===== config.mk =====
export PLATFORM = sky130hd
export DESIGN_NAME = alu_exec_unit
export DESIGN_NICKNAME = d
export VERILOG_FILES = /design/src/rtl/alu_exec_pkg.sv /design/src/rtl/seq_multiplier.sv /design/src/rtl/alu_exec_unit.sv
export SDC_FILE = /design/constraint.sdc
export NUM_CORES = 1
export LEC_CHECK = 0
export CORE_ASPECT_RATIO = 0.75
export CORE_MARGIN = 2
export CORE_UTILIZATION = 45
export CTS_CLUSTER_DIAMETER = 50
export DETAILED_ROUTE_END_ITERATION = 10
export PLACE_DENSITY = 0.71
export SYNTH_ARGS = -nofsm -noshare
export SYNTH_HDL_FRONTEND = slang
export SYNTH_SLANG_ARGS = --single-unit

===== constraint.sdc =====
create_clock -name Clock -period 4.4 [get_ports Clock]
set_input_delay 0.88 -clock Clock [delete_from_list [all_inputs] [get_ports Clock]]
set_output_delay 0.88 -clock Clock [all_outputs]
set_load 0.05 [all_outputs]

===== src/rtl/alu_exec_pkg.sv =====
// alu_exec_pkg: shared definitions for the mini-ALU execution stage.
//   - 4-bit opcode constants decoded by alu_exec_unit
//   - state encoding of the execution-stage handshake FSM
package alu_exec_pkg;

  localparam logic [3:0] OP_NOP   = 4'd0;
  localparam logic [3:0] OP_ADD   = 4'd1;
  localparam logic [3:0] OP_STO   = 4'd2;
  localparam logic [3:0] OP_BLE   = 4'd3;
  localparam logic [3:0] OP_JMP   = 4'd4;
  localparam logic [3:0] OP_LED   = 4'd5;
  localparam logic [3:0] OP_SUB   = 4'd6;
  localparam logic [3:0] OP_MUL   = 4'd7;
  localparam logic [3:0] OP_SMUL  = 4'd8;
  localparam logic [3:0] OP_ADD32 = 4'd9;
  localparam logic [3:0] OP_SUB32 = 4'd10;

  typedef enum logic [1:0] {
    ST_IDLE    = 2'd0,
    ST_MUL_RUN = 2'd1,
    ST_DONE    = 2'd2
  } exec_state_t;

endpackage


===== src/rtl/seq_multiplier.sv =====
// seq_multiplier: iterative shift-add multiplier, one multiplier bit per cycle.
// Signed operands are converted to magnitudes up front; the sign is applied
// to the accumulated product on the way out.
// Optional build macro: MUL_EARLY_TERM_EN -- stop iterating once the
// remaining multiplier bits are all zero (result unchanged, latency shorter).
// Ports:
//   clk, rst_n    clock, asynchronous active-low reset
//   start         load operands and begin (ignored while busy by the owner)
//   signed_mode   treat a/b as two's complement
//   a, b          multiplicand / multiplier (DATA_W)
//   busy          iteration in progress
//   done          combinational: the current busy cycle is the last iteration
//   product       2*DATA_W result, sign-corrected, stable once busy drops
module seq_multiplier #(
  parameter int DATA_W = 16
) (
  input  logic                  clk,
  input  logic                  rst_n,
  input  logic                  start,
  input  logic                  signed_mode,
  input  logic [DATA_W-1:0]     a,
  input  logic [DATA_W-1:0]     b,
  output logic                  busy,
  output logic                  done,
  output logic [2*DATA_W-1:0]   product
);

  localparam int CNT_W = $clog2(DATA_W) + 1;

  logic [2*DATA_W-1:0] mcand;
  logic [2*DATA_W-1:0] acc;
  logic [DATA_W-1:0]   mplier;
  logic [CNT_W-1:0]    cnt;
  logic                neg;
  logic                lastIter;

  // Magnitude of a possibly-signed operand. The most negative value maps to
  // 2^(DATA_W-1), which still fits in DATA_W unsigned bits.
  function automatic logic [DATA_W-1:0] magnitude(input logic [DATA_W-1:0] v,
                                                  input logic isSigned);
    logic signed [DATA_W-1:0] s;
    s = signed'(v);
    if (isSigned && (s < 0)) return unsigned'(-s);
    return v;
  endfunction

  function automatic logic [2*DATA_W-1:0] applySign(input logic [2*DATA_W-1:0] v,
                                                    input logic isNeg);
    return isNeg ? (~v + (2*DATA_W)'(1)) : v;
  endfunction

`ifdef MUL_EARLY_TERM_EN
  assign lastIter = (cnt == CNT_W'(DATA_W - 1)) || (mplier[DATA_W-1:1] == '0);
`else
  assign lastIter = (cnt == CNT_W'(DATA_W - 1));
`endif

  assign done    = busy && lastIter;
  assign product = applySign(acc, neg);

  always_ff @(posedge clk or negedge rst_n) begin
    if (!rst_n) begin
      mcand  <= '0;
      acc    <= '0;
      mplier <= '0;
      cnt    <= '0;
      neg    <= 1'b0;
      busy   <= 1'b0;
    end else if (start) begin
      mcand  <= {{DATA_W{1'b0}}, magnitude(a, signed_mode)};
      mplier <= magnitude(b, signed_mode);
      acc    <= '0;
      cnt    <= '0;
      neg    <= signed_mode && (a[DATA_W-1] ^ b[DATA_W-1]);
      busy   <= 1'b1;
    end else if (busy) begin
      if (mplier[0]) acc <= acc + mcand;
      mcand  <= mcand << 1;
      mplier <= mplier >> 1;
      cnt    <= cnt + 1'b1;
      if (lastIter) busy <= 1'b0;
    end
  end

endmodule


===== src/rtl/alu_exec_unit.sv =====
// alu_exec_unit: execution stage of the mini-ALU datapath.
// Single-cycle ops register their result on the accept edge; MUL/SMUL hand
// off to seq_multiplier and hold oReady low until the product is delivered.
// Optional build macro: MUL_EARLY_TERM_EN (early multiply termination).
// Ports:
//   Clock, Reset          clock, asynchronous active-low reset
//   iValid / oReady       operation handshake (accept on iValid && oReady)
//   iOperation            opcode (alu_exec_pkg)
//   iSourceData0/1        operands A / B
//   iImmediate            STO value
//   iDestination          destination register or branch target
//   oResultValid          result pulse; qualifies oWriteEnable/oWriteEnableWide
//   oResult               2*DATA_W result, zero-extended for narrow ops
//   oDestination          registered destination / branch target
//   oBranchTaken          branch pulse
//   oLed                  LED register
//   oBusy                 multiplier iterating
module alu_exec_unit
  import alu_exec_pkg::*;
#(
  parameter int DATA_W = 16,
  parameter int ADDR_W = 8,
  parameter int LED_W  = 8
) (
  input  logic                Clock,
  input  logic                Reset,
  input  logic                iValid,
  output logic                oReady,
  input  logic [3:0]          iOperation,
  input  logic [DATA_W-1:0]   iSourceData0,
  input  logic [DATA_W-1:0]   iSourceData1,
  input  logic [DATA_W-1:0]   iImmediate,
  input  logic [ADDR_W-1:0]   iDestination,
  output logic                oResultValid,
  output logic [2*DATA_W-1:0] oResult,
  output logic                oWriteEnable,
  output logic                oWriteEnableWide,
  output logic [ADDR_W-1:0]   oDestination,
  output logic                oBranchTaken,
  output logic [LED_W-1:0]    oLed,
  output logic                oBusy
);

  exec_state_t         state;
  logic [ADDR_W-1:0]   mulDest;
  logic                accept;
  logic                mulStart;
  logic                mulDone;
  logic [2*DATA_W-1:0] mulProduct;

  assign accept   = iValid && oReady;
  assign mulStart = accept && (state == ST_IDLE) &&
                    ((iOperation == OP_MUL) || (iOperation == OP_SMUL));

  seq_multiplier #(.DATA_W(DATA_W)) uMul (
    .clk         (Clock),
    .rst_n       (Reset),
    .start       (mulStart),
    .signed_mode (iOperation == OP_SMUL),
    .a           (iSourceData0),
    .b           (iSourceData1),
    .busy        (oBusy),
    .done        (mulDone),
    .product     (mulProduct)
  );

  always_ff @(posedge Clock or negedge Reset) begin
    if (!Reset) begin
      state            <= ST_IDLE;
      oReady           <= 1'b1;
      mulDest          <= '0;
      oResultValid     <= 1'b0;
      oResult          <= '0;
      oWriteEnable     <= 1'b0;
      oWriteEnableWide <= 1'b0;
      oDestination     <= '0;
      oBranchTaken     <= 1'b0;
      oLed             <= '0;
    end else begin
      oResultValid     <= 1'b0;
      oWriteEnable     <= 1'b0;
      oWriteEnableWide <= 1'b0;
      oBranchTaken     <= 1'b0;
      case (state)
        ST_IDLE: begin
          if (accept) begin
            case (iOperation)
              OP_ADD, OP_SUB, OP_STO: begin
                if (iOperation == OP_ADD)
                  oResult <= {{DATA_W{1'b0}}, iSourceData1 + iSourceData0};
                else if (iOperation == OP_SUB)
                  oResult <= {{DATA_W{1'b0}}, iSourceData1 - iSourceData0};
                else
                  oResult <= {{DATA_W{1'b0}}, iImmediate};
                oDestination <= iDestination;
                oResultValid <= 1'b1;
                oWriteEnable <= 1'b1;
              end
              OP_ADD32, OP_SUB32: begin
                if (iOperation == OP_ADD32)
                  oResult <= {{DATA_W{1'b0}}, iSourceData1} + {{DATA_W{1'b0}}, iSourceData0};
                else
                  oResult <= {{DATA_W{1'b0}}, iSourceData1} - {{DATA_W{1'b0}}, iSourceData0};
                oDestination     <= iDestination;
                oResultValid     <= 1'b1;
                oWriteEnableWide <= 1'b1;
              end
              OP_BLE: begin
                if (iSourceData1 <= iSourceData0) begin
                  oBranchTaken <= 1'b1;
                  oDestination <= iDestination;
                end
              end
              OP_JMP: begin
                oBranchTaken <= 1'b1;
                oDestination <= iDestination;
              end
              OP_LED: oLed <= iSourceData1[LED_W-1:0];
              OP_MUL, OP_SMUL: begin
                mulDest <= iDestination;
                oReady  <= 1'b0;
                state   <= ST_MUL_RUN;
              end
              default: ;
            endcase
          end
        end
        // multiplier iterating; leave once the final iteration is in flight
        ST_MUL_RUN: begin
          if (mulDone) state <= ST_DONE;
        end
        // product settled and sign-corrected: deliver and reopen the handshake
        ST_DONE: begin
          oResult          <= mulProduct;
          oDestination     <= mulDest;
          oResultValid     <= 1'b1;
          oWriteEnableWide <= 1'b1;
          oReady           <= 1'b1;
          state            <= ST_IDLE;
        end
        default: begin
          oReady <= 1'b1;
          state  <= ST_IDLE;
        end
      endcase
    end
  end

endmodule


# == Word-level counts from Yosys, hierarchy flattened ==
# Index checks and enable logic that the tools add are counted.
# Widths: inputs -> output; s select.
# totals
regBits,150
latch_bits,0
ram_bits,0
romBits,0
inputBits,63
output_inout_bits,54
word_cells,125
n_memories,0
# classes
addsub,9
mul,0
div,0
order_cmp,3
n_eq_ne,19
n_shift,0
mux,51
bitwise,3
reduce_logical,24
# ops
op,n
$mux 32,8
$mux 16,8
$pmux 32 s2,2
$add 32x1->32 const B,1
$add 32x32->32,1
$lt 16x1->1 const B,2
$neg 16->16,2
$not 32->32,1
$pmux 8 s2,2
$mux 1,19
$add 16x16->17,1
$sub 16x16->17,1
$add 16x16->16,1
$eq 4x3->1 const B,4
$le 16x16->1,1
$mux 8,2
$sub 16x16->16,1
$reduce_and 3->1,5
$eq 4x4->1 const B,3
$mux 5,2
$eq 4x2->1 const B,2
$pmux 1 s2,4
$logic_and 1x1->1,7
$mux 2,3
other kinds (22),26

# == Logic depth before layout (Yosys ltp) ==
# Gate-level depths: netlist of the first run.
# depth
depth_word,6
mapped_depth,14

# == Hierarchy ==
# From an unflattened synthesis of the first run, not the netlist that was laid out.
# unflattened
hier_cells,1422
area_unflattened_um2,11852.6
# by_module_without_submodules
mod,instances,cells_per_inst,area_per_inst_um2
seq_multiplier,1,790,6647.6
alu_exec_unit,1,632,5205.0

# == Worst setup path after synthesis of the first run ==
# No wires, ideal clock.
# synth_timing
path_kind,input to register
start,in iSourceData1[0]
end,reg oResult[17]
arrival_time_ps,3257
path_slack_ps,1065
path_stages,14
cell_sequence,inv_1 > ha_1 > inv_1 > fa_1 > a21oi_1 > o21bai_1 > a21oi_1 > o21bai_1 > a2111oi_2 > o31ai_2 > a211oi_2 > buf_4 > a211oi_1 > a21oi_1
# synth_between
elab_chain_len,5
# synth_lines
element,line_no,source
start: declaration,alu_exec_unit.sv:31,"input logic [DATA_W-1:0] iSourceData1,"
$sub 16x16->17,alu_exec_unit.sv:103,"oResult <= {{DATA_W{1'b0}}, iSourceData1} - {{DATA_W{1'b0}}, iSourceData0};"
$mux 32,alu_exec_unit.sv:100,if (iOperation == OP_ADD32)
$pmux 32 s2,alu_exec_unit.sv:87,case (iOperation)
$mux 32,alu_exec_unit.sv:86,if (accept) begin
$pmux 32 s2,alu_exec_unit.sv:84,case (state)
end signal: assignment,alu_exec_unit.sv:90,"oResult <= {{DATA_W{1'b0}}, iSourceData1 + iSourceData0};"
end signal: assignment,alu_exec_unit.sv:101,"oResult <= {{DATA_W{1'b0}}, iSourceData1} + {{DATA_W{1'b0}}, iSourceData0};"
end signal: assignment,alu_exec_unit.sv:103,
end: declaration,alu_exec_unit.sv:35,"output logic [2*DATA_W-1:0] oResult,"
# No other way between the ends. The select of a mux whose other input is x is not followed.
# A chain may end at the register's enable or synchronous reset.

# == Worst setup path in the final report of the first run ==
# layout_timing
start,in iSourceData0[1]
end,reg oResult[25]
# layout_between
elab_chain_len,5
# layout_lines
element,line_no,source
start: declaration,alu_exec_unit.sv:30,"input logic [DATA_W-1:0] iSourceData0,"
$sub 16x16->17,alu_exec_unit.sv:103,
$mux 32,alu_exec_unit.sv:100,
$pmux 32 s2,alu_exec_unit.sv:87,
$mux 32,alu_exec_unit.sv:86,
$pmux 32 s2,alu_exec_unit.sv:84,
# No other way between the ends. The select of a mux whose other input is x is not followed.

==> results of run 1 <==
[cell families after synthesis]
kind of cell    count (synthesis)  share of synthesized area
simple gates                  397                     0.1649
compound gates                381                     0.2300
flops                         150                     0.3434
buf+inv                       117                    0.04131
xor+xnor                       91                    0.07290
fa+ha+maj                      71                    0.08331
mux                            68                    0.06409
[registers in the layout, summed over array words and instances (netlist names)]
signal            cells
uMul.mplier          16
oBranchTaken          1
oDestination          8
uMul.busy             1
uMul.mcand           32
mulDest               8
oResultValid          1
oLed                  8
oReady                1
uMul.cnt              5
oResult              32
oWriteEnable          1
oWriteEnableWide      1
uMul.acc             32
state                 2
uMul.neg              1
[placed cells by master (no fill, tap or decap), types with 12 or more instances in the layout]
master           instances
nand3_1                 21
a211oi_1                25
clkbuf_16               17
nor2_1                  96
o21bai_1                19
buf_4                   36
o22ai_1                 18
clkdlybuf4s50_1        115
xor2_1                  35
nand2_1                174
nor2b_1                 12
o31ai_1                 15
ha_1                    68
a21o_1                  21
a21oi_1                 99
inv_1                   48
dfrtp_1                148
xnor2_1                 56
nor3_1                  21
mux2i_1                 52
o21ai_0                 86
mux2_2                  16
[critical path, cell delays in order]
cell and delay, ns:
clkdlybuf4s50_1 0.52, inv_1 0.13, fa_1 0.48, a21oi_1 0.20, o21bai_1 0.12, a21oi_1 0.30
o21bai_1 0.14, a2111oi_2 0.47, o31ai_2 0.22, a211oi_2 0.30, buf_4 0.24, a211oi_1 0.08
a21oi_1 0.15
[power by group]
group	leakage [nW]	internal, W	switching [W]
sequential	1.91	0.00196	0.000650
combinational	3.71	0.00184	0.00267
clock	0.302	0.000946	0.000636
total	5.92	0.00475	0.00396
[metrics by stage]
step | instance area (µm²) | total power, W | util
after floorplan | 10930 | 0.005722 | -
after global placement | 12530 | 0.006988 | 0.5240
after detailed placement | 12530 | 0.007087 | 0.5240
after CTS | 13160 | 0.008714 | 0.5503
after global routing | 13160 | 0.009255 | 0.5503
final | 13160 | 0.008709 | 0.5503
[layout make-up]
cell class / instances / area [µm²]
clock buffer: 20 / 466.7
sequential: 150 / 3756
multi-input combinational: 1008 / 6756
clock inverter: 12 / 163.9
tap: 306 / 382.9
timing repair buffer: 153 / 1453
inverter: 48 / 180.2
fill: 2198 / 10750
[routing by layer]
metal	GRT usage	up-vias
met5	0	-
met4	0.05137	0
met3	0.05804	33
met2	0.3791	327
met1	0.3980	4854
li1	-	4771
[worst min path at each step]
stage	from	end	slack [ns]	depth (start not counted)
4_1_cts	mulDest[5]	mulDest[5]	0.48	2
3_5_place_dp	mulDest[5]	mulDest[5]	0.47	2
5_1_grt	mulDest[7]	mulDest[7]	0.52	2
2_1_floorplan	mulDest[0]	mulDest[0]	0.45	2
6_report	Reset	uMul.mplier[5]	0.47	1
3_3_place_gp	mulDest[5]	mulDest[5]	0.46	2
==> results.py, run 1 <==
metrics = {
    "status": {
        "status": "complete, no violations",
    },
    "logic_synthesis": {
        "synth_sequential_area_ratio": 0.3434,
        "yosys_register_bits": 150,
        "synthCells": 1275,
        "syn_nets": 1409,
        "synth.lib_cells_used.distinct": 76,
        "netlist_area_pre_place_mm2": 0.01093,
        "syn_avg_cell_area_um2": 8.575,
        "netlist_top_cells_area": "dfrtp_1 34%, ha_1 7.8%, nand2_1 6.0%",
        "async_reset_ff_frac": 1.000,
        "synth-main-ff-cell": "dfrtp_1",
        "synth_most_common_cell": "nand2_1",
        "synthDominantAreaCellType": "dfrtp_1",
        "synth_edf_count": 0,
        "post_synth_most_frequent_cells": "174 x nand2_1, 149 x dfrtp_1, 99 x a21oi_1",
        "synthesis_warning_total": 0,
        "synth.top_cell.area_share": 0.3410,
    },
    "detailed_routing": {
        "highest-signal-layer": "met4",
        "vias_per_cell": 5.884,
        "detail_route.first_pass.iterations": 5,
        "final_ant_viol_nets": 0,
        "met1Wirelength_mm": 16.10,
        "detail_route.drc_violations": 0,
        "wl_per_cell_um": 19.43,
        "wl_met3_mm": 2.449,
        "wl_met2_mm": 14.04,
        "detail_route.wirelength_mm": 32.97,
        "dr_total_vias": 9985,
        "drt_iter0_drc": 982,
    },
    "critical_path": {
        "r2r_setup_slack_ns": 0.81,
        "worst-endpoint-required_ns": 4.76,
        "setup.worst_path.class": "primary input to flip-flop",
        "nature_of_the_critical_path_endpoint": "flip-flop",
        "critPathLaunchType": "primary input",
        "r2r_end": "uMul.acc[30]",
        "critPathCapture": "oResult[25]",
        "critical_path.startpoint": "iSourceData0[1]",
        "critical_path.reg2reg.startpoint": "uMul.acc[0]",
        "cp_data_arrival_time_ns": 4.26,
        "r2r.worst_path.cells": 12,
        "worst-path-max-fanout": 11,
    },
    "grt": {
        "globalRouteTotalUtil": 0.2615,
        "number_of_global_route_vias_before_repair": 9280,
        "wire_length_of_the_first_global_routing_pass_mm": 52.18,
        "grt_overflow_total": 0,
        "maximum_number_of_pins_on_one_net_before_global_route_repair": 81,
        "antenna_found_initial": 0,
    },
    "die": {
        "floorplan.die_area_mm2": 0.02557,
        "placement_rows": 49,
        "io_pins": 117,
        "die_height_um": 139.0,
        "core-area_mm2": 0.02391,
        "die_width_um": 184.0,
        "initial_utilization": 0.4572,
    },
    "clocking": {
        "cts_inserted_buffers": 17,
        "clockRootBuffer": "clkbuf_16",
        "cts_max_level": 4,
        "cts.reportedPaths.clkPinSlew_ns": 0.06,
        "clock_path_buffers": 2,
        "cts_tree": "yes",
        "post_cts.resized_instances": 0,
        "postCtsSetupBuffers": 0,
        "cts.sink_count": 150,
        "clkLatencyLatePin_ns": 0.44,
        "holdBufCountCts": 0,
    },
    "sta": {
        "hold_viol_final": 0,
        "finalCritPeriodShare": 0.8852,
        "max_slew.worst_pin.slew_ns": 0.7859,
        "slew_viol_final": 0,
        "worst_slew_margin_rel": 0.4761,
        "rsz0062_at_grt": "false",
        "hold_ws_ns": 0.4707,
        "fmax_ghz": 0.2568,
        "layout_min_cycle_time_ns": 3.895,
        "postLayoutSetupSlackWorst_ns": 0.5053,
        "setup-violations-final": 0,
        "final.setup_skew_ns": 0.01368,
        "setup_total_negative_slack_ns": 0,
    },
    "min_path": {
        "timing.hold.worst.class": "primary input to async pin",
    },
    "pwr": {
        "cellPowerDensity_mw_per_mm2": 661.8,
        "ir_drop_uv": 550.6,
        "power_leakage_nw": 5.917,
    },
    "run": {
        "maxCapViolCount": 0,
    },
    "placed_design": {
        "io_buffers": 116,
        "dpl.hpwl_mm": 24.89,
        "place_congestion": 0.9428,
        "post-place-ws_ns": 0.1692,
        "dpl.cell_count": 1665,
    },
    "finish": {
        "final-instance-count-excl-fill": 1697,
        "post_route_cells_drive_above_1_share": 0.08914,
        "post_synthesis_to_final_layout_area_growth_pct": 20.36,
        "num-nets-final": 1512,
        "num_antenna_cells": 0,
    },
}
Note: power is estimated with default switching activity, not from simulation.
==> run 2, diff against run 1 <==
CORE_MARGIN = not set   (was 2)
==> run 2 against run 1 <==
Critical path depth shrank 1. Clock power is 7% lower. Largest cell class unchanged. Sequential power decreased by 3%.
==> results.py, run 2 (same netlist as run 1, synthesis figures left out) <==
metrics = {
    "status": {
        "status": "complete, no violations",
    },
    "clocking": {
        "holdBufCountCts": 0,
        "clockRootBuffer": "clkbuf_16",
        "cts_max_level": 4,
        "cts_inserted_buffers": 17,
        "postCtsSetupBuffers": 0,
        "cts.sink_count": 150,
        "post_cts.resized_instances": 0,
        "cts.reportedPaths.clkPinSlew_ns": 0.07,
        "cts_tree": "yes",
        "clock_path_buffers": 2,
        "clkLatencyLatePin_ns": 0.43,
    },
    "grt": {
        "maximum_number_of_pins_on_one_net_before_global_route_repair": 88,
        "grt_overflow_total": 0,
        "globalRouteTotalUtil": 0.2725,
        "number_of_global_route_vias_before_repair": 9117,
        "antenna_found_initial": 0,
        "wire_length_of_the_first_global_routing_pass_mm": 52.09,
    },
    "critical_path": {
        "critical_path.reg2reg.startpoint": "uMul.acc[0]",
        "worst_path_most_repeated_cell": "a21oi_1",
        "timing.critical_path.cells": "clkdlybuf4s50_1 > inv_1 > fa_1 > a21oi_1 > o21bai_1 > a21oi_1 > o21bai_1 > a2111oi_2 > o31ai_2 > a2111oi_0 > a21oi_1 > a21oi_1",
        "critPathLaunchType": "primary input",
        "setup.worst_path.class": "primary input to flip-flop",
        "cp_data_arrival_time_ns": 4.32,
        "worst_path_max_stage_delay_ns": 0.53,
        "worst-path-max-fanout": 4,
        "r2r_setup_slack_ns": 0.81,
        "r2r_end": "uMul.acc[30]",
        "r2r.worst_path.cells": 12,
        "nature_of_the_critical_path_endpoint": "flip-flop",
        "worst-endpoint-required_ns": 4.75,
        "crit_slowest_cell": "fa_1",
    },
    "sta": {
        "setup_total_negative_slack_ns": 0,
        "max_slew.worst_pin.slew_ns": 1.124,
        "worst_slew_margin_rel": 0.2490,
        "rsz0062_at_grt": "false",
        "slew_viol_final": 0,
        "postLayoutSetupSlackWorst_ns": 0.4318,
        "final.setup_skew_ns": 0.01134,
        "setup-violations-final": 0,
        "fmax_ghz": 0.2520,
        "layout_min_cycle_time_ns": 3.968,
        "finalCritPeriodShare": 0.9019,
        "hold_viol_final": 0,
    },
    "pwr": {
        "cell_internal_pwr_w": 0.004567,
        "power.share.combinational": 0.535,
        "power_frac_clock": 0.170,
        "power_leakage_nw": 5.889,
        "power.share.sequential": 0.294,
        "total_power_w": 0.008603,
        "total_switching_power_w": 0.004036,
        "cellPowerDensity_mw_per_mm2": 656.4,
        "switching_share": 0.4692,
        "ir_drop_uv": 421.5,
    },
    "run": {
        "maxCapViolCount": 0,
    },
    "die": {
        "core-area_mm2": 0.02342,
        "die_width_um": 182.0,
        "initial_utilization": 0.4668,
        "io_pins": 117,
        "placement_rows": 48,
        "floorplan.die_area_mm2": 0.02493,
        "die_height_um": 137.0,
    },
    "finish": {
        "most_frequent_cells_in_the_layout": "174 x nand2_1, 148 x dfrtp_1, 115 x clkdlybuf4s50_1",
        "mostFrequentLayoutCell": "nand2_1",
        "post_route_cells_drive_above_1_share": 0.08849,
        "fillerInstances": 2153,
        "top_regs": "oResult (32), uMul.acc (32), uMul.mcand (32)",
        "finish.instance_area_mm2": 0.01311,
        "num-nets-final": 1511,
        "num_antenna_cells": 0,
        "area_occupied_by_multi_input_gates_mm2": 0.006756,
        "area.sequential_mm2": 0.003756,
        "finalCoreUtilization": 0.5596,
        "post_synthesis_to_final_layout_area_growth_pct": 19.88,
    },
    "detailed_routing": {
        "drt_iter0_drc": 1052,
        "vias_per_cell": 5.939,
        "wl_per_cell_um": 19.78,
        "final_ant_viol_nets": 0,
        "detail_route.drc_violations": 0,
        "dr_total_vias": 10040,
        "detail_route.wirelength_mm": 33.43,
        "detail_route.first_pass.iterations": 5,
    },
    "min_path": {
        "min_delay_path_depth": 2,
        "worst_hold_startpoint": "mulDest[4]",
        "timing.hold.worst.class": "flip-flop to flip-flop",
        "hold_path_end": "mulDest[4]",
    },
    "placed_design": {
        "post-place-ws_ns": 0.07637,
        "detailed_place.area_mm2": 0.01253,
        "io_buffers": 116,
        "dpl.hpwl_mm": 25.05,
        "place_congestion": 0.9435,
    },
}
## run 2: changes by cell type in the layout (fill, tap and decap cells not counted), sizes merged
cell / change
inv: +5
bufinv: -3
clkbuf: -3
buf: -1
clkinv: +1
## run 2: worst max-delay path by stage
stage                    startpoint  depth (start not counted)     endpoint
CTS                 iSourceData0[1]                         12  oResult[14]
global route        iSourceData0[1]                         13  oResult[30]
finish              iSourceData0[1]                         12  oResult[14]
global placement    iSourceData0[1]                         13  oResult[31]
detailed placement  iSourceData0[1]                         13  oResult[30]
floorplan           iSourceData1[0]                         14  oResult[17]
## run 2: layout make-up
class	count	area share
well taps	300	0.02864
inverters	48	0.01375
clock inverters	15	0.01184
repair buffers	152	0.1112
flip-flops and latches	150	0.2866
clock buffers	17	0.03246
multi-input cells	1008	0.5155
## run 2: critical path: cells and delay by family
kind	cells	cell delay (ns)
AO/OA/AOI/OAI	9	2.25
adder cells (fa/ha/maj)	1	0.53
buffers and inverters	2	0.66
## run 2: per-layer routing
layer,vias up,GRT usage,part of all wire
li1,4767,-,-
met1,4832,0.4152,0.49
met2,409,0.3919,0.42
met3,29,0.05801,0.077
met4,0,0.05602,0.011
met5,-,0,0
## run 2: stage by stage
step | hold slack [ns] | std cells
floorplan | 0.4455 | 1275
global placement | 0.4584 | 1658
detailed placement | 0.4623 | 1658
CTS | 0.4800 | 1690
global route | 0.5110 | 1690
finish | 0.4734 | 1690
## run 2: power by group through the flow
stage,clock [W],combinational [W],sequential (W)
after floorplan,0,0.00260,0.00312
after global placement,0,0.00448,0.00253
after detailed placement,0,0.00456,0.00254
after CTS,0.00149,0.00458,0.00253
after global routing,0.00155,0.00499,0.00260
final,0.00147,0.00460,0.00253
==> run 3, diff against run 2 <==
PLACE_DENSITY = 0.66   (was 0.71)
==> run 3 against run 2 <==
Combinational power is essentially flat. Sequential cell count unchanged. Cell count about the same. Non-clock buffer count increased by 1. Fmax rose by 0.92%. Core utilization is essentially flat. Setup slack better by 0.036 ns. Total power grew 0.65%. Highest routed layer unchanged.
==> results.py, run 3 (same netlist as run 1, synthesis figures left out) <==
metrics = {
    "sta": {
        "hold_viol_final": 0,
        "postLayoutSetupSlackWorst_ns": 0.4679,
        "max_slew.worst_pin.slew_ns": 1.135,
        "finalCritPeriodShare": 0.8937,
        "final.setup_skew_ns": 0.01337,
        "fmax_ghz": 0.2543,
        "layout_min_cycle_time_ns": 3.932,
        "setup-violations-final": 0,
        "setup_total_negative_slack_ns": 0,
        "rsz0062_at_grt": "false",
        "slew_viol_final": 0,
        "worst_slew_margin_rel": 0.2417,
    },
    "clocking": {
        "cts.sink_count": 150,
        "holdBufCountCts": 0,
        "cts_max_level": 4,
        "cts.reportedPaths.clkPinSlew_ns": 0.06,
        "post_cts.resized_instances": 0,
        "clock_path_buffers": 2,
        "clkLatencyLatePin_ns": 0.43,
        "postCtsSetupBuffers": 0,
        "cts_tree": "yes",
        "cts_inserted_buffers": 17,
        "clockRootBuffer": "clkbuf_16",
    },
    "grt": {
        "wire_length_of_the_first_global_routing_pass_mm": 52.88,
        "globalRouteTotalUtil": 0.2779,
        "antenna_found_initial": 0,
        "number_of_global_route_vias_before_repair": 9192,
        "maximum_number_of_pins_on_one_net_before_global_route_repair": 85,
        "grt_overflow_total": 0,
    },
    "min_path": {
        "timing.hold.worst.class": "flip-flop to flip-flop",
    },
    "placed_design": {
        "post-place-ws_ns": 0.1359,
        "detailed_place.area_mm2": 0.01252,
        "io_buffers": 116,
        "place_congestion": 0.9805,
        "dpl.hpwl_mm": 25.49,
    },
    "status": {
        "status": "complete, no violations",
    },
    "detailed_routing": {
        "detail_route.first_pass.iterations": 5,
        "dr_total_vias": 9979,
        "final_ant_viol_nets": 0,
        "wl_per_cell_um": 20.21,
        "detail_route.wirelength_mm": 34.13,
        "detail_route.drc_violations": 0,
        "vias_per_cell": 5.908,
        "drt_iter0_drc": 875,
    },
    "critical_path": {
        "worst-path-max-fanout": 11,
        "setup.worst_path.class": "primary input to flip-flop",
        "cp_data_arrival_time_ns": 4.19,
        "nature_of_the_critical_path_endpoint": "flip-flop",
        "critPathLaunchType": "primary input",
        "worst-endpoint-required_ns": 4.66,
    },
    "finish": {
        "top_regs": "oResult (32), uMul.acc (32), uMul.mcand (32)",
        "post_synthesis_to_final_layout_area_growth_pct": 19.86,
        "num_antenna_cells": 0,
        "finish.instance_area_mm2": 0.01310,
        "post_route_cells_drive_above_1_share": 0.08711,
        "mostFrequentLayoutCell": "nand2_1",
        "num-nets-final": 1512,
        "most_frequent_cells_in_the_layout": "174 x nand2_1, 148 x dfrtp_1, 115 x clkdlybuf4s50_1",
    },
    "die": {
        "die_height_um": 137.0,
        "placement_rows": 48,
        "io_pins": 117,
        "die_width_um": 182.0,
        "core-area_mm2": 0.02342,
        "floorplan.die_area_mm2": 0.02493,
        "initial_utilization": 0.4668,
    },
    "pwr": {
        "power_leakage_nw": 5.905,
        "cell_internal_pwr_w": 0.004692,
        "total_switching_power_w": 0.003967,
        "power_frac_clock": 0.173,
        "ir_drop_uv": 404.9,
        "cellPowerDensity_mw_per_mm2": 660.8,
        "switching_share": 0.4582,
        "power.share.sequential": 0.300,
        "power.share.combinational": 0.527,
    },
    "run": {
        "maxCapViolCount": 0,
    },
}
## run 3: cell types whose count changed in the layout (fill, tap and decap cells not counted), moves of 2 or more
cell	previous run	this run
buf_4	34	36
bufinv_16	0	3
clkinv_2	0	4
clkinv_8	2	0
clkinvlp_4	3	0
inv_8	5	0
## run 3: cell type report
type	count	area, µm²
Fill cell	2138	10320
Multi-Input combinational cell	1008	6756
Sequential cell	150	3756
Timing Repair Buffer	153	1453
Clock buffer	18	429.2
Tap cell	300	375.4
Inverter	48	180.2
Clock inverter	12	153.9
## run 3: final timing paths
path / start / end / slack [ns] / cells after the start
min: mulDest[7] / mulDest[7] / 0.47 / 2
max: iSourceData0[2] / oResult[25] / 0.47 / 13
min in group asynchronous: Reset / uMul.acc[14] / 0.50 / 1
max in group asynchronous: Reset / oDestination[7] / 2.93 / 2
min reg2reg: mulDest[7] / mulDest[7] / 0.47 / 2
max reg2reg: uMul.acc[0] / uMul.acc[30] / 1.08 / 13
## run 3: metrics by stage
step | power, W | util | hold WS, ns | cells
finish | 0.008659 | 0.5595 | 0.4747 | 1689
global route | 0.009180 | 0.5595 | 0.4949 | 1689
CTS | 0.008655 | 0.5595 | 0.4773 | 1689
detailed placement | 0.007114 | 0.5346 | 0.4621 | 1659
global placement | 0.007040 | 0.5346 | 0.4579 | 1659
floorplan | 0.005722 | - | 0.4455 | 1275
## run 3: power groups by stage
stage	Sequential [W]	Clock (W)	Combinational [W]
after global placement	0.00259	0	0.00445
after detailed placement	0.00260	0	0.00452
after CTS	0.00258	0.00153	0.00454
final	0.00259	0.00150	0.00457
after floorplan	0.00312	0	0.00260
after global routing	0.00266	0.00158	0.00494
## run 3: worst max-delay path: stages
cell	delay [ns]
clkdlybuf4s50_1	0.52
inv_1	0.11
ha_1	0.46
a21oi_1	0.12
o21bai_1	0.22
a21oi_1	0.14
o21bai_1	0.24
a2111oi_2	0.13
o31ai_2	0.63
a211oi_2	0.16
buf_4	0.21
a211oi_1	0.28
a21oi_1	0.07
## run 3: metal layers
layer,GRT usage,vias to the layer above,share of wire
met5,0,-,0
met4,0.07703,0,0.019
met3,0.07131,42,0.086
met2,0.3904,374,0.41
met1,0.4157,4812,0.49
li1,-,4751,-
